`config.mk`:
```
export PLATFORM = sky130hd
export DESIGN_NAME = axis_adc4_decimator
export DESIGN_NICKNAME = d
export VERILOG_FILES = /design/src/rtl/axis_adc4_dec_pkg.sv /design/src/rtl/axis_adc4_dec_lane.sv /design/src/rtl/axis_adc4_decimator.sv
export SDC_FILE = /design/constraint.sdc
export NUM_CORES = 1
export LEC_CHECK = 0
export CORE_MARGIN = 2
export CORE_UTILIZATION = 50
export DETAILED_ROUTE_END_ITERATION = 7
export PLACE_DENSITY = 0.75
export SLEW_MARGIN = 20
export SYNTH_ARGS = -nofsm -noshare
export SYNTH_HDL_FRONTEND = slang
export SYNTH_SLANG_ARGS = --single-unit
```
`constraint.sdc`:
```
create_clock -name aclk -period 4.2 [get_ports aclk]
set_input_delay 0.42 -clock aclk [delete_from_list [all_inputs] [get_ports aclk]]
set_output_delay 0.42 -clock aclk [all_outputs]
set_load 0.03 [all_outputs]
```
`src/rtl/axis_adc4_dec_pkg.sv`:
```
// axis_adc4_dec_pkg
//   Shared constants and types for the 4-lane ADC block-averaging decimator.
//   NCH          : number of ADC lanes packed into one 64-bit beat
//   SAMPLE_W     : width of one signed lane sample (14-bit data, sign-extended)
//   LOG2_MAX_DEF : default largest decimation exponent L
package axis_adc4_dec_pkg;

  localparam int unsigned NCH          = 4;
  localparam int unsigned SAMPLE_W     = 16;
  localparam int unsigned LOG2_MAX_DEF = 10;

  typedef logic signed [SAMPLE_W-1:0]              sample_t;
  typedef logic signed [SAMPLE_W+LOG2_MAX_DEF-1:0] acc_t;
  typedef sample_t                                 lanes_t [NCH];

  // Programmed exponent limited to what the accumulators can hold.
  function automatic int unsigned clamp_log2(input int unsigned l, input int unsigned lmax);
    return (l > lmax) ? lmax : l;
  endfunction

endpackage

```
`src/rtl/axis_adc4_dec_lane.sv`:
```
// axis_adc4_dec_lane
//   One lane's accumulate / clear / shift datapath.
//   aclk, aresetn : clock, asynchronous active-low reset
//   clear         : synchronous clear of the accumulator (block disabled)
//   beat          : accepted input beat this cycle
//   last          : this beat closes the current window
//   lw            : exponent of the current window
//   sample        : this lane's signed input sample
//   mean          : (acc + sample) >>> lw, valid when beat & last
module axis_adc4_dec_lane
  import axis_adc4_dec_pkg::*;
#(
  parameter int unsigned LOG2_MAX = LOG2_MAX_DEF,
  parameter int unsigned LW_W     = 4
) (
  input  logic            aclk,
  input  logic            aresetn,
  input  logic            clear,
  input  logic            beat,
  input  logic            last,
  input  logic [LW_W-1:0] lw,
  input  sample_t         sample,
  output sample_t         mean
);

  localparam int unsigned ACC_W = SAMPLE_W + LOG2_MAX;

  logic signed [ACC_W-1:0] acc;
  logic signed [ACC_W-1:0] sum;

  // The final beat is folded in combinationally so the mean is ready at the
  // same edge that closes the window.
  assign sum  = acc + ACC_W'(sample);
  assign mean = sample_t'(sum >>> lw);

  always_ff @(posedge aclk or negedge aresetn) begin
    if (!aresetn) begin
      acc <= '0;
    end else if (clear) begin
      acc <= '0;
    end else if (beat) begin
      acc <= last ? '0 : sum;
    end
  end

endmodule

```
`src/rtl/axis_adc4_decimator.sv`:
```
// axis_adc4_decimator
//   Block-averages 4 signed 16-bit ADC lanes over 2^L beats and emits the
//   4 means on an AXI4-Stream master. Results that meet a stalled output are
//   dropped and counted, never queued.
//   aclk, aresetn     : clock, asynchronous active-low reset
//   cfg_enable        : 0 = clear and idle, 1 = run
//   cfg_log2          : L (clamped to LOG2_MAX), latched at each window start
//   cfg_clear_sts     : pulse clearing sts_overrun / sts_drop_cnt
//   s_axis_*          : input beats (tready tied 1)
//   m_axis_*          : output means, lane k in bits [16k+15:16k]
//   sts_overrun       : sticky, at least one result dropped
//   sts_drop_cnt      : saturating dropped-result count
//   Optional macro AXIS_ADC4_DEC_TLAST_EN adds FRAME_LEN and m_axis_tlast,
//   asserted on every FRAME_LEN-th delivered result.
module axis_adc4_decimator
  import axis_adc4_dec_pkg::*;
#(
  parameter int unsigned LOG2_MAX   = LOG2_MAX_DEF,
  parameter int unsigned DROP_CNT_W = 16
`ifdef AXIS_ADC4_DEC_TLAST_EN
  ,
  parameter int unsigned FRAME_LEN  = 1024
`endif
) (
  input  logic                  aclk,
  input  logic                  aresetn,
  input  logic                  cfg_enable,
  input  logic [3:0]            cfg_log2,
  input  logic                  cfg_clear_sts,
  input  logic [63:0]           s_axis_tdata,
  input  logic                  s_axis_tvalid,
  output logic                  s_axis_tready,
  output logic [63:0]           m_axis_tdata,
  output logic                  m_axis_tvalid,
  input  logic                  m_axis_tready,
`ifdef AXIS_ADC4_DEC_TLAST_EN
  output logic                  m_axis_tlast,
`endif
  output logic                  sts_overrun,
  output logic [DROP_CNT_W-1:0] sts_drop_cnt
);

  localparam int unsigned LW_W  = $clog2(LOG2_MAX + 1);
  localparam int unsigned CNT_W = LOG2_MAX + 1;

  logic [LW_W-1:0]  lw_q;
  logic [LW_W-1:0]  l_cfg;
  logic [LW_W-1:0]  lw_cur;
  logic [CNT_W-1:0] cnt;
  logic             beat;
  logic             last;
  logic             res_valid;
  logic             hs;
  logic             out_free;
  logic             drop;
  lanes_t           samples;
  lanes_t           means;

  assign s_axis_tready = 1'b1;

  // The first beat of a window uses the freshly programmed L, so L = 0
  // windows close on the same beat that opens them.
  always_comb begin
    l_cfg  = LW_W'(clamp_log2(32'(cfg_log2), LOG2_MAX));
    lw_cur = (cnt == '0) ? l_cfg : lw_q;
    last   = ((cnt + 1'b1) == (CNT_W'(1) << lw_cur));
  end

  assign beat      = s_axis_tvalid & cfg_enable;
  assign res_valid = beat & last;
  assign hs        = m_axis_tvalid & m_axis_tready;
  assign out_free  = ~m_axis_tvalid | m_axis_tready;
  assign drop      = res_valid & ~out_free;

  always_ff @(posedge aclk or negedge aresetn) begin
    if (!aresetn) begin
      cnt  <= '0;
      lw_q <= '0;
    end else if (!cfg_enable) begin
      cnt <= '0;
    end else if (beat) begin
      if (cnt == '0) lw_q <= l_cfg;
      cnt <= last ? '0 : cnt + 1'b1;
    end
  end

  for (genvar k = 0; k < NCH; k++) begin : g_lane
    assign samples[k] = s_axis_tdata[SAMPLE_W*k +: SAMPLE_W];

    axis_adc4_dec_lane #(
      .LOG2_MAX (LOG2_MAX),
      .LW_W     (LW_W)
    ) u_lane (
      .aclk    (aclk),
      .aresetn (aresetn),
      .clear   (~cfg_enable),
      .beat    (beat),
      .last    (last),
      .lw      (lw_cur),
      .sample  (samples[k]),
      .mean    (means[k])
    );
  end

  always_ff @(posedge aclk or negedge aresetn) begin
    if (!aresetn) begin
      m_axis_tvalid <= 1'b0;
      m_axis_tdata  <= '0;
    end else if (res_valid && out_free) begin
      m_axis_tvalid <= 1'b1;
      for (int unsigned k = 0; k < NCH; k++) begin
        m_axis_tdata[SAMPLE_W*k +: SAMPLE_W] <= means[k];
      end
    end else if (hs) begin
      m_axis_tvalid <= 1'b0;
    end
  end

  // A drop coinciding with a clear restarts the count at 1.
  always_ff @(posedge aclk or negedge aresetn) begin
    if (!aresetn) begin
      sts_overrun  <= 1'b0;
      sts_drop_cnt <= '0;
    end else if (drop) begin
      sts_overrun <= 1'b1;
      if (cfg_clear_sts)      sts_drop_cnt <= DROP_CNT_W'(1);
      else if (~&sts_drop_cnt) sts_drop_cnt <= sts_drop_cnt + 1'b1;
    end else if (cfg_clear_sts) begin
      sts_overrun  <= 1'b0;
      sts_drop_cnt <= '0;
    end
  end

`ifdef AXIS_ADC4_DEC_TLAST_EN
  localparam int unsigned FR_W = (FRAME_LEN > 1) ? $clog2(FRAME_LEN) : 1;

  logic [FR_W-1:0] frame_cnt;

  // frame_cnt counts completed handshakes; it is stable while a result is
  // held, so tlast can be decoded from it directly.
  assign m_axis_tlast = m_axis_tvalid && (frame_cnt == FR_W'(FRAME_LEN - 1));

  always_ff @(posedge aclk or negedge aresetn) begin
    if (!aresetn) begin
      frame_cnt <= '0;
    end else if (!cfg_enable) begin
      frame_cnt <= '0;
    end else if (hs) begin
      frame_cnt <= (frame_cnt == FR_W'(FRAME_LEN - 1)) ? '0 : frame_cnt + 1'b1;
    end
  end
`else
  // Untagged stream: no frame tracking.
`endif

endmodule
```
# Word-level counts from Yosys, hierarchy flattened
# Cells that the tools add are included.
# totals
inputBits	74
output_inout_bits	83
register_bits	201
elab_cells	64
# op_classes
add_sub_neg	6
n_lt_le_gt_ge	1
reduce_logical	7
muxes	25
shifts	5
eq_ne	3
n_bitwise	7
# ops
operator	n
26-bit 2-to-1 mux	12
26-bit by 16-bit adder with 26-bit output	4
26-bit by 4-bit >>> shifter with 16-bit output	4
16-bit 2-to-1 mux	4
11-bit 2-to-1 mux	3
16-bit by 1-bit adder with 16-bit output, second input constant	1
16-bit AND reduction	1
11-bit by 1-bit adder with 11-bit output, second input constant	1
11-bit == test	1
11-bit zero test	1
1-bit by 4-bit << shifter with 11-bit output, first input constant	1
4-bit 2-to-1 mux	2
1-bit AND	4
4-bit > comparator, second input constant	1
1-bit 2-to-1 mux	4
2-bit AND reduction	2
2-bit nonzero test	2
2-bit by 1-bit != test with 1-bit output, second input constant	1
2-bit != test, second input constant	1
1-bit NOT	2
1-bit logical AND	1
1-bit OR	1

# Logic depth before layout (Yosys ltp)
# Gate-level depths: netlist (run 1).
# logic_depth
depth_word	9
mapped_depth	17
mapped_depth_nobuf	12

# Hierarchy
# Synthesis (run 1) repeated with hierarchy kept, for this count alone.
# unflattened
cells_unflattened	2351
hier_area_um2	20945.1
# modules_own_cells
mod	cells_each	area_each_um2	seq_area_each_um2	instances
axis_adc4_dec_lane (g_lane[0].u_lane ...)	488	3912.5	650.6	2
axis_adc4_decimator	407	5057.4	2427.3	1
axis_adc4_dec_lane (g_lane[3].u_lane)	529	4279.1	650.6	1
axis_adc4_dec_lane (g_lane[2].u_lane)	439	3783.6	650.6	1

# Least setup slack after synthesis (run 1)
# OpenSTA, ideal clock, no wires.
# synth_timing
kind	register to register
startpoint	reg cnt[0]
endpoint	reg sts_drop_cnt[8]
n_path_buf	3
t_required_ps	4073
path_stages_with_launch	15
path_slack_ps	529
arrival_time_ps	3543
cell_sequence	dfrtp_1 > clkbuf_1 > inv_1 > ha_1 > or4b_1 > buf_4 > nor4_4 > nor2_2 > o31ai_2 > o2111ai_1 > or3_1 > buf_6 > a2111oi_4 > nand3_1 > mux2_1
# synth_via
elab_chain_len	8
elab_cells_between_ends	10
# synth_lines
item	line_no	text
from (decl)	axis_adc4_decimator.sv:49	logic [CNT_W-1:0] cnt;
from (signal assigned)	axis_adc4_decimator.sv:83	cnt <= last ? '0 : cnt + 1'b1;
parallel branches: the longest is 3 deep, another holds 11-bit by 1-bit adder with 11-bit output	--	
11-bit == test (*)	axis_adc4_decimator.sv:66	last = ((cnt + 1'b1) == (CNT_W'(1) << lw_cur));
1-bit AND (*)	axis_adc4_decimator.sv:70	assign res_valid = beat & last;
1-bit AND (*)	axis_adc4_decimator.sv:73	assign drop = res_valid & ~out_free;
2-bit nonzero test (no source line)	--	
2-bit AND reduction (no source line)	--	
to (signal assigned)	axis_adc4_decimator.sv:127	else if (~&sts_drop_cnt) sts_drop_cnt <= sts_drop_cnt + 1'b1;
to (decl)	axis_adc4_decimator.sv:40	output logic [DROP_CNT_W-1:0] sts_drop_cnt
# Every way passes the cells marked *.
# A chain may end at the register's enable or synchronous reset.

# Final worst setup path (run 1)
# layout_timing
startpoint	reg cnt[1]
endpoint	reg m_axis_tdata[52]
# layout_via
elab_chain_len	6
elab_cells_between_ends	8
# layout_lines
item	line_no	text
parallel branches: the longest is 6 deep, another holds 11-bit by 1-bit adder with 11-bit output	--	
to (signal, indexed assignment)	axis_adc4_decimator.sv:112	m_axis_tdata[SAMPLE_W*k +: SAMPLE_W] <= means[k];
to (decl)	axis_adc4_decimator.sv:33	output logic [63:0] m_axis_tdata,
# Several ways; the timed one is not identified.

==> out/results.ini, run 1 <==
[route]
totalWireLength_mm=76.43
drtIter0Drc=2169
avgViaCountPerCell=6.856
wire_per_inst_um=23.55
final_antenna_net_count=0
first_pass_iters=8
via_count=22260
drc=1

[synth]
synth.most_common_cell=nand2_1
synth_top_family_by_area=compound AO/OA/AOI/OAI gates
synthesis.area_um2=20050
synth_ff_type=dfrtp_1
synth-simple-area-share_pct=21.57
synth_cell_types=98
synth-adder-area-share_pct=6.829
synth-edff-count=0
synth.area.top_cells=dfrtp_1 25%, ha_1 6.4%, nand2_1 5.0%
synth_top_area_share_pct=25.09
netlist_top_cells_count=268 x nand2_1, 201 x dfrtp_1, 196 x nor2_1
synth.avg_cell_area_um2=7.836
syn_nets=2739
synth_compound_area_share_pct=33.61
yosys.area_share.xor_xnor_pct=2.971
synthMuxAreaShare_pct=4.993
synth-async-reset-ratio_pct=100.0
yosys_warnings=0
ys_ff_latch=201
synth_cells=2558
yosysSeqAreaShare_pct=25.09
synth_area_leader_cell=dfrtp_1

[clocking]
clockBufferDepth=3
clock_latency_ns=0.60
clk_pin_slew_ns=0.07
cts-buffers-inserted=27
clock-sinks=201
htreeDepth=1
cts_root_buf=clkbuf_16
cts_tree=yes

[worst_setup_path]
cp_cell_sequence=inv_1 > ha_1 > or4b_4 > buf_4 > o31ai_1 > buf_4 > o21a_4 > buf_12 > nor2_1 > buf_4 > a221o_1 > or2_2 > a2111oi_2 > nor2_1
critical_path.most_common_cell=buf_4
critPathMaxFanout=88
crit_arrival_ns=4.46
end_kind=register
slowest_stage=or4b_4
start_kind=register
worstSetupPathType=reg -> reg
critPathRequiredTime_ns=4.66
max_stage_delay_ns=0.52

[status]
status=finished with violations
violations=DRC

[sta]
setup_tns_ns=0
setup_viol=0
slew-limit-headroom_pct=27.58
drv_slew=0
fin_crit_ns=4.006
max_freq_ghz=0.2496
tightest_slew_ns=1.084
whs_ns=0.4315
rsz0062_at_grt=false
fin_skew_ns=0.03727
finalHoldViolations=0
fin_crit_sh_pct=95.38

[final_layout]
fin_cells=3246
syn_to_final_growth_pct=18.83
drive_above_1_share_pct=10.92
antenna_cells=0
design_area_um2=23820
utilization_pct=60.09
num-nets-final=2881

[floorplanning]
num_rows=73
die_y_um=204.2
num_io_pins=157
die-area_um2=41710
design.core.area_um2=39640
start_util_pct=50.57
die_x_um=204.2

[grt]
grt_pass1_wl_mm=119.4
grt_max_degree=89
grt_use_total_pct=35.93
grt_pass1_vias=21060
gr-total-overflow=0
antenna_found_initial=0

[job]
drv_cap=0

[place]
port_buffers=155
dpl-instance-area_um2=22780
dpl.cell_count=3194
gp_congestion=0.9747
hpwlAfterDp_mm=56.55

[hold_path]
hold_path_class=in -> async

[power]
ir_worst_vdd_v=0.0003842
leakagePower_uw=0.009992
p_per_area_nw_per_um2=611.5

-- final timing paths --
check | cells after the start | slack (ns) | to | startpoint
min in group aclk | 2 | 0.49 | g_lane[0].u_lane.acc[21]$_DFFE_PN0P_ | g_lane[0].u_lane.acc[21]$_DFFE_PN0P_
setup / recovery | 14 | 0.19 | m_axis_tdata[52]$_DFFE_PN0P_ | cnt[1]$_DFFE_PN0P_
setup reg to reg | 14 | 0.19 | m_axis_tdata[52]$_DFFE_PN0P_ | cnt[1]$_DFFE_PN0P_
hold reg to reg | 2 | 0.49 | g_lane[0].u_lane.acc[21]$_DFFE_PN0P_ | g_lane[0].u_lane.acc[21]$_DFFE_PN0P_
hold / removal | 2 | 0.43 | g_lane[0].u_lane.acc[15]$_DFFE_PN0P_ | aresetn
max in group asynchronous | 3 | 2.75 | g_lane[3].u_lane.acc[13]$_DFFE_PN0P_ | aresetn
-- cells by family (layout without fill, tap and decap cells) --
family | count (synthesis) | after routing
AO/OA/AOI/OAI | 968 | 968
AND/OR/NAND/NOR | 877 | 877
buffers and inverters | 243 | 406
flip-flops | 201 | 201
adder cells (fa/ha/maj) | 107 | 107
multiplexers | 93 | 93
XOR/XNOR | 68 | 68
other | 1 | 1
-- cell type report --
cell class | count | area, um2
fill | 3614 | 15820
tap | 525 | 656.9
clock inverter | 19 | 272.8
sequential | 201 | 5030
timing repair buffer | 300 | 2771
multi-input combinational | 2114 | 14160
clock buffer | 31 | 720.7
inverter | 56 | 210.2
-- worst max-delay path, delay by kind of cell, from the launching register on --
kind / cells / cell delay (ns)
adders and majority gates: 1 / 0.17
and+or+nand+nor: 4 / 1.05
DFF: 1 / 0.39
buffers and inverters: 5 / 0.98
AOI/OAI and AO/OA: 4 / 1.18
-- layer usage --
| layer | track usage [%] | wire length [um] |
|---|---|---|
| met5 | 0 | 0 |
| met4 | 15.50 | 3878 |
| met3 | 5.389 | 6529 |
| met2 | 55.12 | 33100 |
| met1 | 50.21 | 32920 |
-- per-stage QoR --
step	worst slack [ns]	total power [uW]
after global routing	0.01211	15290
final	0.1941	14570
after CTS	0.1463	14320
after detailed placement	-0.08440	11610
after floorplan	0.5292	8411
after global placement	-0.07438	11530
-- cells in the final DEF, fill, tap and decap left out, types with 15 or more instances in the layout --
master,count
o31ai_1,29
o22ai_1,24
a22oi_1,17
a21o_1,43
o21a_1,17
buf_4,134
nor2_1,193
a22o_1,57
and3_1,33
nand2_1,267
o221ai_1,18
and4_1,16
o21ai_0,184
or3_1,27
mux2i_1,62
dfrtp_1,201
clkdlybuf4s50_1,154
a2111oi_0,16
a221oi_1,21
or2_2,15
xor2_1,21
a21oi_1,192
nor4_1,18
a31oi_1,37
nand3_1,72
a211oi_1,74
nand4_1,44
nand2b_1,20
and2_1,29
inv_1,56
o211a_1,16
ha_1,103
nor3_1,70
clkbuf_16,27
xnor2_1,47
nor2b_1,16
o211ai_1,44
mux2_2,25
-- state kept, by name, summed over array words and instances, names as in the netlist --
register / count
cnt: 11
g_lane.u_lane.acc: 104
lw_q: 4
m_axis_tdata: 64
m_axis_tvalid: 1
sts_drop_cnt: 16
sts_overrun: 1
-- repair_timing --
item	in CTS	in global routing
hold endpoints to repair	83	0
buffers inserted	0	1
hold buffers	1	0
resized for setup	0	6
endpoints found under the setup margin	0	31
-- power by group --
group	leakage [uW]	internal, uW	switching [uW]	total [uW]
clock network	0.000478	1600	1030	2630
registers	0.00264	2440	543	2990
logic	0.00688	3390	5560	8950
total	0.00999	7440	7130	14600
No activity file was read; power rests on OpenSTA's default activity.
==> run 2, diff against run 1 <==
CORE_UTILIZATION = 46   (was 50)
PLACE_DENSITY = 0.65   (was 0.75)
==> run 2 against run 1 <==
Against the previous run: the flow now finishes without violations; via count shrank 1.5%; power is 0.19% lower; sequential power hardly changed; highest routed layer unchanged; cell count grew 2.6%; cell area up 0.96%; flip-flop and latch count unchanged.
==> out/results.ini, run 2 (synthesized netlist as in run 1, its figures left out) <==
[place]
dpl.cell_count=3276
hpwlAfterDp_mm=58.24
port_buffers=155
gp_congestion=0.9642
post-place-ws_ns=0.009299

[route]
first_pass_iters=5
avgViaCountPerCell=6.584
final_antenna_net_count=0
drc=0
wire_per_inst_um=23.62
drtIter0Drc=2299
totalWireLength_mm=78.63
via_count=21920

[sta]
drv_slew=0
fin_ws_ns=0.2292
fin_skew_ns=0.01703
rsz0062_at_grt=false
fin_crit_sh_pct=94.54
slew-limit-headroom_pct=27.37
setup_viol=0
tightest_slew_ns=1.089
max_freq_ghz=0.2518
finalHoldViolations=0
fin_crit_ns=3.971
setup_tns_ns=0

[worst_setup_path]
slowest_stage=or4b_1
critical_path.most_common_cell=or3_1
worstSetupPathType=reg -> reg
start_kind=register
max_stage_delay_ns=0.46
critPathRequiredTime_ns=4.72
ff2ff_path_depth=13
crit_arrival_ns=4.49
critPathMaxFanout=32
cp_cell_sequence=inv_1 > ha_1 > or4b_1 > buf_4 > nor4_4 > o22ai_1 > a21oi_1 > o2111ai_1 > or3_1 > or3_1 > buf_12 > a2111oi_1 > a22o_1
end_kind=register

[floorplanning]
die_x_um=212.8
start_util_pct=46.53
design.core.area_um2=43080
num_rows=76
die_y_um=212.8
num_io_pins=157
die-area_um2=45260

[clocking]
cts_tree=yes
postCtsSetupRepairBufs=0
clock-sinks=201
cts-buffers-inserted=28
clockBufferDepth=3
clk_pin_slew_ns=0.06
clock_latency_ns=0.59
cts_root_buf=clkbuf_16
htreeDepth=1

[final_layout]
syn_to_final_growth_pct=19.96
largest_register=g_lane.u_lane.acc
antenna_cells=0
layout_commonest_cell=nand2_1
utilization_pct=55.82
largest_reg_flops=104
num-nets-final=2904
multi_input_area_um2=14160
final_cell_mix=267 x nand2_1, 201 x dfrtp_1, 194 x nor2_1
nFillCells=4055
regArea_um2=5030
fin_cells=3329
top_regs=g_lane.u_lane.acc (104), m_axis_tdata (64), sts_drop_cnt (16)
drive_above_1_share_pct=11.55

[power]
ir_worst_vdd_v=0.0003696
leakagePower_uw=0.01010
p_per_area_nw_per_um2=604.5

[hold_path]
hold_path_class=in -> async

[grt]
grt_max_degree=111
grt_use_total_pct=34.17
grt_pass1_wl_mm=120.6
grt_pass1_vias=20620
gr-total-overflow=0
antenna_found_initial=0

[status]
status=finished clean

[job]
drv_cap=0

run 2: cell types whose count changed in the layout (fill, tap and decap cells not counted), sizes merged:
cell / change
bufinv: -4
clkbuf: +3
inv: +1
clkinv: +1
buf: +22
run 2: critical path: cells and delay by family, from the launching register on:
kind / cells / cell delay [ns]
DFF: 1 / 0.42
buffers and inverters: 3 / 0.48
AOI/OAI and AO/OA: 5 / 1.17
adders and majority gates: 1 / 0.16
and+or+nand+nor: 4 / 1.65
run 2: timing repair:
item,4_1_cts,5_1_grt
hold endpoints to repair,0,33
resized for setup,0,4
setup endpoints to repair,0,14
hold buffers,0,1
run 2: power breakdown:
part | internal [uW] | switching (uW) | leakage, uW
Combinational | 3450 | 5630 | 0.00701
Clock | 1450 | 1040 | 0.000457
Sequential | 2440 | 519 | 0.00264
run 2: layout make-up:
cell class                      count  area share [%]
Multi-Input combinational cell   2114           58.88
Sequential cell                   201           20.92
Timing Repair Buffer              322           12.35
Clock buffer                       34           3.262
Tap cell                          585           3.044
Inverter                           56          0.8741
Clock inverter                     17          0.6764
run 2: routing by layer:
layer | up-vias | wire (um) | global-route usage [%]
met5 | - | 0 | 0
met4 | 0 | 2997 | 12.44
met3 | 156 | 6707 | 5.795
met2 | 1064 | 34470 | 52.81
met1 | 10520 | 34460 | 47.88
li1 | 10180 | - | -
run 2: worst paths after layout:
kind,to,slack [ns],start
setup / recovery,m_axis_tdata[41]$_DFFE_PN0P_,0.23,cnt[1]$_DFFE_PN0P_
hold / removal,g_lane[1].u_lane.acc[6]$_DFFE_PN0P_,0.31,aresetn
setup reg to reg,m_axis_tdata[41]$_DFFE_PN0P_,0.23,cnt[1]$_DFFE_PN0P_
hold reg to reg,sts_overrun$_DFFE_PN0P_,0.48,sts_overrun$_DFFE_PN0P_
max in group asynchronous,sts_drop_cnt[8]$_DFFE_PN0P_,2.65,aresetn
min in group aclk,sts_overrun$_DFFE_PN0P_,0.48,sts_overrun$_DFFE_PN0P_
run 2: per-stage QoR:
stage / power, uW / hold slack [ns] / instance area (um2)
5_1_grt: 15340 / 0.3406 / 24050
3_5_place_dp: 11810 / 0.4717 / 23030
2_1_floorplan: 8411 / 0.1244 / 20050
6_report: 14540 / 0.3147 / 24050
3_3_place_gp: 11740 / 0.4674 / 23030
4_1_cts: 14370 / 0.03827 / 23980
